**src/rtl/uart_rx_pkg.sv**
```systemverilog
// ---------------------------------------------------------------------------
// uart_rx_pkg
// Shared constants for the UART receive path.
//   PRESCALE_MIN / PRESCALE_MAX : legal oversampling ratio window; anything
//                                 outside is clamped into it
//   PRESCALE_W_DEF              : default width of prescale and edge counter
//   BIT_CNT_W_DEF               : default width of the bit-in-frame counter
//   FRAME_BITS_MAX              : start + 8 data + parity + stop
//   IDLE_LEVEL                  : level of an idle serial line
// ---------------------------------------------------------------------------
package uart_rx_pkg;

  localparam int   PRESCALE_MIN   = 8;
  localparam int   PRESCALE_MAX   = 32;
  localparam int   PRESCALE_W_DEF = 6;
  localparam int   BIT_CNT_W_DEF  = 4;
  localparam int   FRAME_BITS_MAX = 11;
  localparam logic IDLE_LEVEL     = 1'b1;

  // Clamp a requested oversampling ratio into the supported window.
  function automatic logic [31:0] clampPrescale(input logic [31:0] requested);
    logic [31:0] result;
    result = requested;
    if (requested < 32'(PRESCALE_MIN)) begin
      result = 32'(PRESCALE_MIN);
    end else if (requested > 32'(PRESCALE_MAX)) begin
      result = 32'(PRESCALE_MAX);
    end
    return result;
  endfunction

endpackage

```
**src/rtl/edge_bit_counter.sv**
```systemverilog
// ---------------------------------------------------------------------------
// edge_bit_counter
// Timing skeleton of the receiver: latches and clamps the oversampling ratio
// at the start of every frame, counts oversampling edges within a bit and
// bits within a frame, and flags the last edge of every bit.
// Ports:
//   i_clk       : system clock, rising edge
//   i_rstN      : synchronous active-low reset
//   i_cntEn     : counting enable, high for the whole frame
//   i_prescale  : requested oversampling ratio (sampled on the enable rise)
//   o_edgeCnt   : edge index within the current bit, 0..pre-1
//   o_bitCnt    : bit index within the frame, saturating
//   o_bitDone   : high in the last edge cycle of a bit
//   o_pre       : ratio in effect this cycle (used by the sampler for mid)
// ---------------------------------------------------------------------------
module edge_bit_counter
  import uart_rx_pkg::*;
#(
  parameter int PRESCALE_W = PRESCALE_W_DEF,
  parameter int BIT_CNT_W  = BIT_CNT_W_DEF
) (
  input  logic                  i_clk,
  input  logic                  i_rstN,
  input  logic                  i_cntEn,
  input  logic [PRESCALE_W-1:0] i_prescale,
  output logic [PRESCALE_W-1:0] o_edgeCnt,
  output logic [BIT_CNT_W-1:0]  o_bitCnt,
  output logic                  o_bitDone,
  output logic [PRESCALE_W-1:0] o_pre
);

  logic                  r_enPrev;
  logic [PRESCALE_W-1:0] r_pre;
  logic [PRESCALE_W-1:0] r_edgeCnt;
  logic [BIT_CNT_W-1:0]  r_bitCnt;

  logic                  w_start;
  logic [PRESCALE_W-1:0] w_preClamped;
  logic [PRESCALE_W-1:0] w_pre;
  logic                  w_lastEdge;
  logic                  w_bitCntFull;

  // The first enabled cycle of a frame uses the freshly clamped request
  // directly, so decoding never sees a stale ratio from the previous frame.
  assign w_start      = i_cntEn & ~r_enPrev;
  assign w_preClamped = PRESCALE_W'(clampPrescale(32'(i_prescale)));
  assign w_pre        = w_start ? w_preClamped : r_pre;
  assign w_lastEdge   = (r_edgeCnt == (w_pre - PRESCALE_W'(1)));
  assign w_bitCntFull = (r_bitCnt == {BIT_CNT_W{1'b1}});

  // Counters restart from zero whenever the enable is low, and the bit
  // counter sticks at all-ones instead of wrapping on over-long frames.
  always_ff @(posedge i_clk) begin
    if (!i_rstN) begin
      r_enPrev  <= 1'b0;
      r_pre     <= PRESCALE_W'(PRESCALE_MIN);
      r_edgeCnt <= '0;
      r_bitCnt  <= '0;
    end else begin
      r_enPrev <= i_cntEn;
      if (w_start) begin
        r_pre <= w_preClamped;
      end
      if (i_cntEn) begin
        if (w_lastEdge) begin
          r_edgeCnt <= '0;
          if (!w_bitCntFull) begin
            r_bitCnt <= r_bitCnt + BIT_CNT_W'(1);
          end
        end else begin
          r_edgeCnt <= r_edgeCnt + PRESCALE_W'(1);
        end
      end else begin
        r_edgeCnt <= '0;
        r_bitCnt  <= '0;
      end
    end
  end

  assign o_edgeCnt = r_edgeCnt;
  assign o_bitCnt  = r_bitCnt;
  assign o_bitDone = i_cntEn & w_lastEdge;
  assign o_pre     = w_pre;

endmodule

```
**src/rtl/rx_data_sampler.sv**
```systemverilog
// ---------------------------------------------------------------------------
// rx_data_sampler
// Oversampling front end of the UART receiver. Takes three samples of the
// serial line around the centre of every bit and publishes their majority
// vote once per bit period, together with the edge/bit timing.
// Ports:
//   CLK          : system clock, rising edge
//   RST          : synchronous active-low reset
//   cnt_en       : counting/sampling enable from the RX controller
//   prescale     : oversampling ratio, legal 8..32 (clamped otherwise)
//   RX_IN        : serial line, already synchronous to CLK
//   edge_cnt     : edge index within the current bit
//   bit_cnt      : bit index within the frame
//   bit_done     : high in the last edge cycle of a bit
//   sampled_bit  : majority-voted value of the current bit
//   sample_valid : one-cycle pulse when sampled_bit was just updated
// ---------------------------------------------------------------------------
module rx_data_sampler
  import uart_rx_pkg::*;
#(
  parameter int PRESCALE_W = PRESCALE_W_DEF,
  parameter int BIT_CNT_W  = BIT_CNT_W_DEF
) (
  input  logic                  CLK,
  input  logic                  RST,
  input  logic                  cnt_en,
  input  logic [PRESCALE_W-1:0] prescale,
  input  logic                  RX_IN,
  output logic [PRESCALE_W-1:0] edge_cnt,
  output logic [BIT_CNT_W-1:0]  bit_cnt,
  output logic                  bit_done,
  output logic                  sampled_bit,
  output logic                  sample_valid
);

  logic [PRESCALE_W-1:0] w_edgeCnt;
  logic [PRESCALE_W-1:0] w_pre;
  logic [PRESCALE_W-1:0] w_mid;
  logic [PRESCALE_W-1:0] w_midM1;
  logic [PRESCALE_W-1:0] w_midP1;
  logic                  w_vote;

  logic                  r_s0;
  logic                  r_s1;
  logic                  r_sampledBit;
  logic                  r_sampleValid;

  edge_bit_counter #(
    .PRESCALE_W (PRESCALE_W),
    .BIT_CNT_W  (BIT_CNT_W)
  ) u_edgeBitCounter (
    .i_clk      (CLK),
    .i_rstN     (RST),
    .i_cntEn    (cnt_en),
    .i_prescale (prescale),
    .o_edgeCnt  (w_edgeCnt),
    .o_bitCnt   (bit_cnt),
    .o_bitDone  (bit_done),
    .o_pre      (w_pre)
  );

  // Sample points sit one edge either side of the (floored) bit centre.
  // With pre >= 8 all three lie well inside the bit, as does the pulse
  // that follows the vote.
  assign w_mid   = w_pre >> 1;
  assign w_midM1 = w_mid - PRESCALE_W'(1);
  assign w_midP1 = w_mid + PRESCALE_W'(1);

  // Third vote sample is taken live from the line in the mid+1 cycle.
  assign w_vote = (r_s0 & r_s1) | (r_s0 & RX_IN) | (r_s1 & RX_IN);

  // Capture the two early samples, then vote on the third. Dropping the
  // enable discards partial samples but keeps the last published bit so
  // downstream stages still see a stable value.
  always_ff @(posedge CLK) begin
    if (!RST) begin
      r_s0          <= IDLE_LEVEL;
      r_s1          <= IDLE_LEVEL;
      r_sampledBit  <= IDLE_LEVEL;
      r_sampleValid <= 1'b0;
    end else begin
      r_sampleValid <= 1'b0;
      if (!cnt_en) begin
        r_s0 <= IDLE_LEVEL;
        r_s1 <= IDLE_LEVEL;
      end else begin
        if (w_edgeCnt == w_midM1) begin
          r_s0 <= RX_IN;
        end
        if (w_edgeCnt == w_mid) begin
          r_s1 <= RX_IN;
        end
        if (w_edgeCnt == w_midP1) begin
          r_sampledBit  <= w_vote;
          r_sampleValid <= 1'b1;
        end
      end
    end
  end

  assign edge_cnt     = w_edgeCnt;
  assign sampled_bit  = r_sampledBit;
  assign sample_valid = r_sampleValid;

endmodule

```
**config.mk**
```make
export PLATFORM = sky130hd
export DESIGN_NAME = rx_data_sampler
export DESIGN_NICKNAME = d
export VERILOG_FILES = /design/src/rtl/uart_rx_pkg.sv /design/src/rtl/edge_bit_counter.sv /design/src/rtl/rx_data_sampler.sv
export SDC_FILE = /design/constraint.sdc
export NUM_CORES = 1
export LEC_CHECK = 0
export BUFFER_PORTS_ARGS = -buffer_cell sky130_fd_sc_hd__buf_2
export CAP_MARGIN = 0
export CELL_PAD_IN_SITES_DETAIL_PLACEMENT = 1
export CELL_PAD_IN_SITES_GLOBAL_PLACEMENT = 1
export CORE_ASPECT_RATIO = 0.7
export CORE_MARGIN = 4
export CORE_UTILIZATION = 42
export DETAILED_ROUTE_END_ITERATION = 10
export GPL_ROUTABILITY_DRIVEN = 0
export HOLD_SLACK_MARGIN = 0.08
export PLACE_DENSITY_LB_ADDON = 0.25
export SLEW_MARGIN = 0
export SYNTH_ARGS = -nofsm -noshare
export SYNTH_HDL_FRONTEND = slang
export SYNTH_HIERARCHICAL = 1
export SYNTH_SLANG_ARGS = --single-unit
```
**constraint.sdc**
```tcl
create_clock -name CLK -period 3.4 [get_ports CLK]
set_clock_uncertainty 0.2 [all_clocks]
set_input_delay 0.51 -clock CLK [delete_from_list [all_inputs] [get_ports CLK]]
set_output_delay 0.51 -clock CLK [all_outputs]
set_load 0.02 [all_outputs]
```
==> results of run 1 <==
[layer usage]
| layer | GRT usage [%] | routed length, um | up-vias |
|---|---|---|---|
| met3 | 4.66 | 238 | 4 |
| met1 | 25.8 | 1900 | 648 |
| met4 | 2.70 | 19 | 0 |
| met5 | 0 | 0 | - |
| met2 | 30.2 | 1850 | 42 |
| li1 | - | - | 661 |
[worst min path at each step]
stage                                  from                           end  depth (start not counted)
2_1_floorplan                          r_s1                          r_s1                          2
3_3_place_gp   u_edgeBitCounter/o_bitCnt[1]  u_edgeBitCounter/o_bitCnt[1]                          2
3_5_place_dp   u_edgeBitCounter/o_bitCnt[1]  u_edgeBitCounter/o_bitCnt[1]                          2
4_1_cts        u_edgeBitCounter/o_bitCnt[1]  u_edgeBitCounter/o_bitCnt[1]                          2
5_1_grt                                 RST                          r_s1                          2
6_report       u_edgeBitCounter/o_bitCnt[1]  u_edgeBitCounter/o_bitCnt[1]                          2
[state kept, by name, summed over array words and instances, names as in the netlist]
register                    flops
u_edgeBitCounter/o_bitCnt       4
u_edgeBitCounter/o_edgeCnt      6
sample_valid                    1
u_edgeBitCounter/r_enPrev       1
sampled_bit                     1
u_edgeBitCounter/r_pre          6
r_s0                            1
r_s1                            1
[layout by cell type, fill, tap and decap left out, types with 6 or more instances in the layout]
| master | n |
|---|---|
| mux2i_1 | 6 |
| buf_2 | 21 |
| inv_1 | 8 |
| nand2_1 | 14 |
| nand3_1 | 6 |
| xor2_1 | 8 |
| nor2_1 | 11 |
| xnor2_1 | 11 |
| dfxtp_1 | 21 |
| nor2b_1 | 9 |
| buf_4 | 8 |
[final cells by class]
| type | count | area share (%) |
|---|---|---|
| multi-input cells | 136 | 59.2 |
| flip-flops and latches | 21 | 23.5 |
| repair buffers | 30 | 9.86 |
| well taps | 47 | 3.29 |
| clock buffers | 4 | 2.52 |
| inverters | 8 | 1.68 |
[power groups by stage]
stage	Clock [mW]	Combinational (mW)	Sequential, mW
after floorplan	0	0.0843	0.264
after global placement	0	0.115	0.264
after detailed placement	0	0.121	0.264
after CTS	0.171	0.122	0.259
after global routing	0.182	0.147	0.260
final	0.167	0.132	0.259
[repair_timing]
item                                    CTS  global route
endpoints found under the setup margin    0             1
buffers inserted                          0             1
resized for setup                         0            12
hold endpoints to repair                  0             0
[worst max-delay path: stages]
cell,delay [ps]
buf_2,110
o21ba_4,210
and3_4,170
a21oi_2,180
ha_4,240
xnor2_2,140
nor2b_1,110
mux2i_1,110
nor4_2,360
and3_1,230
and2_4,140
buf_6,110
==> results by group, run 1 <==
Run status
  • Status: finished clean

Logic synthesis
  • Synthesized Nets: 183
  • Avg Cell Area, Syn: 8.80 sq um
  • Post-Synthesis Cells: 168
  • YS warnings: 6
  • Netlist Area Pre-Place: 1480 sq um

Pwr
  • Share of power burned in the clock network: 29.9%
  • Switch Pwr: 0.165 mW
  • Pint: 0.393 mW
  • P_leak: 0.742 nW
  • Pwr/cell area: 311 nW/um^2
  • Total power: 0.557 mW
  • Switching Share: 29.5%
  • Max VDD drop: 0.193 mV
  • Logic pwr share: 23.7%
  • Register share of total power: 46.4%

CTS
  • Clk sinks: 21
  • Worst-Skew Late Latency: 260 ps
  • TritonCTS buffer count: 3
  • CTS Buffer Depth: 2
  • CTS root buf: clkbuf_8
  • CTS Hold Bufs: 0
  • Max H-tree Level: 1
  • CTS tree: yes
  • Clock slew at reported path FFs: 80 ps

Place
  • Port-buffer cells: 22
  • Post-DP HPWL: 2.98 mm
  • Worst slack, placed: 33.9 ps
  • Post-Place Cells: 241
  • Post-DP Area: 1680 sq um

Critical path
  • Setup slack, reg-to-reg: 490 ps
  • Worst path required time: 2690 ps
  • End point of the critical path: bit_done
  • Critical path type: primary input to primary output
  • Crit path from: prescale[4]
  • Crit start category: primary input
  • Cell count of the worst reg-to-reg path: 9
  • CP Max Fanout: 3
  • CP arrival: 2610 ps
  • Crit. End Element: primary output
  • R2R Path Start: u_edgeBitCounter/r_enPrev
  • FF-to-FF End: sampled_bit

Global routing
  • GR Overflow Total: 0
  • Initial antenna violation count: 0
  • First-pass GRT wire length: 6.84 mm
  • Largest net degree at the start of global routing: 13
  • Vias in the first global route: 1367
  • GRT Util Overall: 18.6%

Drt
  • Detailed-route via count: 1355
  • Initial drt markers: 96
  • Detailed Routing Iterations Pass 1: 4
  • WL/cell: 16.3 um
  • Drt total wl: 4.01 mm
  • Number of vias per cell: 5.51
  • Drt drc: 0
  • Antenna-violating nets left: 0

Final layout
  • Layout cells sized above 1: 28.6%
  • Footprint of the multi-input gates: 1060 sq um
  • Filler Cell Count: 403
  • Area Growth Syn to Fin: 21.1%
  • Cell Count, Final, Fillers Out: 246
  • Final #Nets: 215
  • Diode count: 0
  • Register area: 420 sq um
  • Final core utilization: 55.0%
  • Final Instance Area: 1790 sq um

Floorplanning
  • Die area: 4550 sq um
  • Placement row count: 17
  • Core area: 3250 sq um
  • Top-Level Pins: 23
  • Die width: 78.9 um
  • Initial core utilization: 45.4%
  • Die Y: 57.6 um

STA
  • Setup WS post-layout: 75.1 ps
  • FMAX: 301 MHz
  • Setup tns final: 0 ps
  • Fin. max-slew vios: 0
  • Tmin final: 3320 ps
  • Hold WS: 318 ps
  • Hold Vio Cnt, Final: 0
  • Slew HR: 67.0%
  • Slew @ Worst Pin: 494 ps
  • Fin crit share: 97.8%
  • Setup violations, final: 0

Job
  • Number of max-cap violations: 0

Hold path
  • Worst min path class: flop to flop
No activity file was read; power rests on OpenSTA's default activity.
==> inputs of run 2 (changes only) <==
--- a/config.mk
+++ b/config.mk
@@ -11,7 +11,8 @@
 export CELL_PAD_IN_SITES_GLOBAL_PLACEMENT = 1
 export CORE_ASPECT_RATIO = 0.7
 export CORE_MARGIN = 4
-export CORE_UTILIZATION = 42
+export CORE_UTILIZATION = 44
+export CTS_BUF_LIST = sky130_fd_sc_hd__clkbuf_8
 export DETAILED_ROUTE_END_ITERATION = 10
 export GPL_ROUTABILITY_DRIVEN = 0
 export HOLD_SLACK_MARGIN = 0.08
==> results by group, run 2 (same netlist as run 1, synthesis figures left out) <==
Critical path
  • Critical path type: primary input to primary output
  • Cell Chain, Critical Path: buf_2, o21ba_4, and3_4, a21oi_4, ha_4, xnor2_2, nor2b_1, mux2i_1, nor4_2, and3_1, and2_4, buf_6
  • Setup slack, reg-to-reg: 490 ps
  • Crit start category: primary input
  • CP arrival: 2630 ps
  • Worst path required time: 2690 ps
  • Crit. End Element: primary output
  • CP max stage delay: 320 ps
  • Cell count of the worst reg-to-reg path: 11
  • FF-to-FF End: u_edgeBitCounter/o_bitCnt[0]
  • Worst Path Buf+Inv: 2
  • R2R Path Start: u_edgeBitCounter/r_enPrev
  • CP Max Fanout: 3
  • CP max stage cell: nor4_2
  • Delay-heaviest family, CP: simple AND/OR/NAND/NOR gates

Drt
  • Detailed Routing Iterations Pass 1: 4
  • Detailed-route via count: 1370
  • Initial drt markers: 66
  • WL/cell: 18.0 um
  • Drt total wl: 4.26 mm
  • Drt drc: 0
  • Number of vias per cell: 5.78
  • Antenna-violating nets left: 0

Job
  • Number of max-cap violations: 0

Floorplanning
  • Placement row count: 17
  • Die Y: 56.5 um
  • Initial core utilization: 46.3%
  • Top-Level Pins: 23
  • Core area: 3190 sq um
  • Die width: 77.3 um
  • Die area: 4360 sq um

Place
  • Worst slack, placed: -7.71 ps
  • Port-buffer cells: 22
  • Post-DP HPWL: 3.10 mm
  • Post-Place Cells: 232

Global routing
  • Initial antenna violation count: 0
  • Vias in the first global route: 1397
  • Largest net degree at the start of global routing: 13
  • GR Overflow Total: 0
  • GRT Util Overall: 19.8%
  • First-pass GRT wire length: 6.89 mm

Hold path
  • Min-delay src: u_edgeBitCounter/o_bitCnt[1]
  • WHS Path Cells: 2
  • Worst Hold End: u_edgeBitCounter/o_bitCnt[1]
  • Worst min path class: flop to flop

STA
  • Fin. max-slew vios: 0
  • Fin crit share: 98.3%
  • Hold WS: 329 ps
  • Setup violations, final: 0
  • Hold Vio Cnt, Final: 0
  • Setup WS post-layout: 56.5 ps
  • FMAX: 299 MHz
  • Slew @ Worst Pin: 474 ps
  • Slew HR: 68.4%
  • Setup tns final: 0 ps
  • Tmin final: 3340 ps

Final layout
  • Filler Cell Count: 399
  • Final #Nets: 215
  • Leading cell types in the layout, fill and taps excluded: buf_2 (20), dfxtp_1 (20), nand2_1 (14)
  • Area Growth Syn to Fin: 20.8%
  • Layout cells sized above 1: 29.6%
  • Cell Count, Final, Fillers Out: 237
  • Diode count: 0

CTS
  • CTS root buf: clkbuf_8
  • CTS Buffer Depth: 2
  • Clk sinks: 21
  • Max H-tree Level: 1
  • Worst-Skew Late Latency: 260 ps
  • Clock slew at reported path FFs: 80 ps
  • CTS tree: yes
  • CTS Hold Bufs: 0
  • TritonCTS buffer count: 3

Pwr
  • Total power: 0.555 mW
  • Pwr/cell area: 311 nW/um^2
  • P_leak: 0.742 nW
  • Max VDD drop: 0.182 mV

Run status
  • Status: finished clean
-- run 2: through the flow --
step | util (%) | area [sq um]
3_3_place_gp | 52.2 | 1670
5_1_grt | 56.0 | 1790
2_1_floorplan | - | 1480
6_report | 56.0 | 1790
4_1_cts | 54.7 | 1740
3_5_place_dp | 52.2 | 1670
-- run 2: routing by layer --
| metal | track usage [%] | vias up | wire (um) |
|---|---|---|---|
| met5 | 0 | - | 0 |
| met2 | 34.8 | 38 | 2150 |
| met4 | 2.79 | 0 | 12 |
| met3 | 4.17 | 2 | 185 |
| li1 | - | 654 | - |
| met1 | 25.5 | 676 | 1910 |
-- run 2: report_power, final --
group / leakage, nW / internal [mW] / switching, mW
registers: 0.171 / 0.252 / 0.00749
clock network: 0.0255 / 0.0816 / 0.0815
logic: 0.546 / 0.0571 / 0.0758
total: 0.742 / 0.390 / 0.165
-- run 2: worst register-to-register path, cell delays in order, from the launching register on --
cell and delay (ps):
dfxtp_2 360, nand2b_2 250, a22oi_2 280, ha_4 260, xnor2_2 130, nor2b_1 160
mux2i_1 100, nor4_2 320, buf_4 170, buf_4 110, and4_1 250, mux2i_1 240
-- run 2: area by class of cell --
class | instances | area [sq um] | share of cell area (%)
multi-input combinational | 136 | 1060 | 59.4
inverter | 8 | 30.0 | 1.68
clock inverter | 1 | 5.00 | 0.280
sequential | 21 | 422 | 23.6
tap | 38 | 47.5 | 2.66
clock buffer | 3 | 41.3 | 2.31
timing repair buffer | 30 | 179 | 10.0
-- run 2: worst max-delay path by stage --
stage / slack (ps) / end / cells after the start / start
after floorplan: 110 / bit_done / 11 / prescale[3]
after global placement: 90 / bit_done / 12 / prescale[3]
after detailed placement: -8 / bit_done / 12 / prescale[3]
after CTS: 8 / bit_done / 12 / prescale[3]
after global routing: -20 / bit_done / 10 / u_edgeBitCounter/r_enPrev
final: 60 / bit_done / 12 / prescale[3]
-- run 2: timing repair --
action                     4_1_cts  5_1_grt
resized for setup                6        8
setup buffers                    1        0
pin swaps                        3        3
setup endpoints to repair        1        1
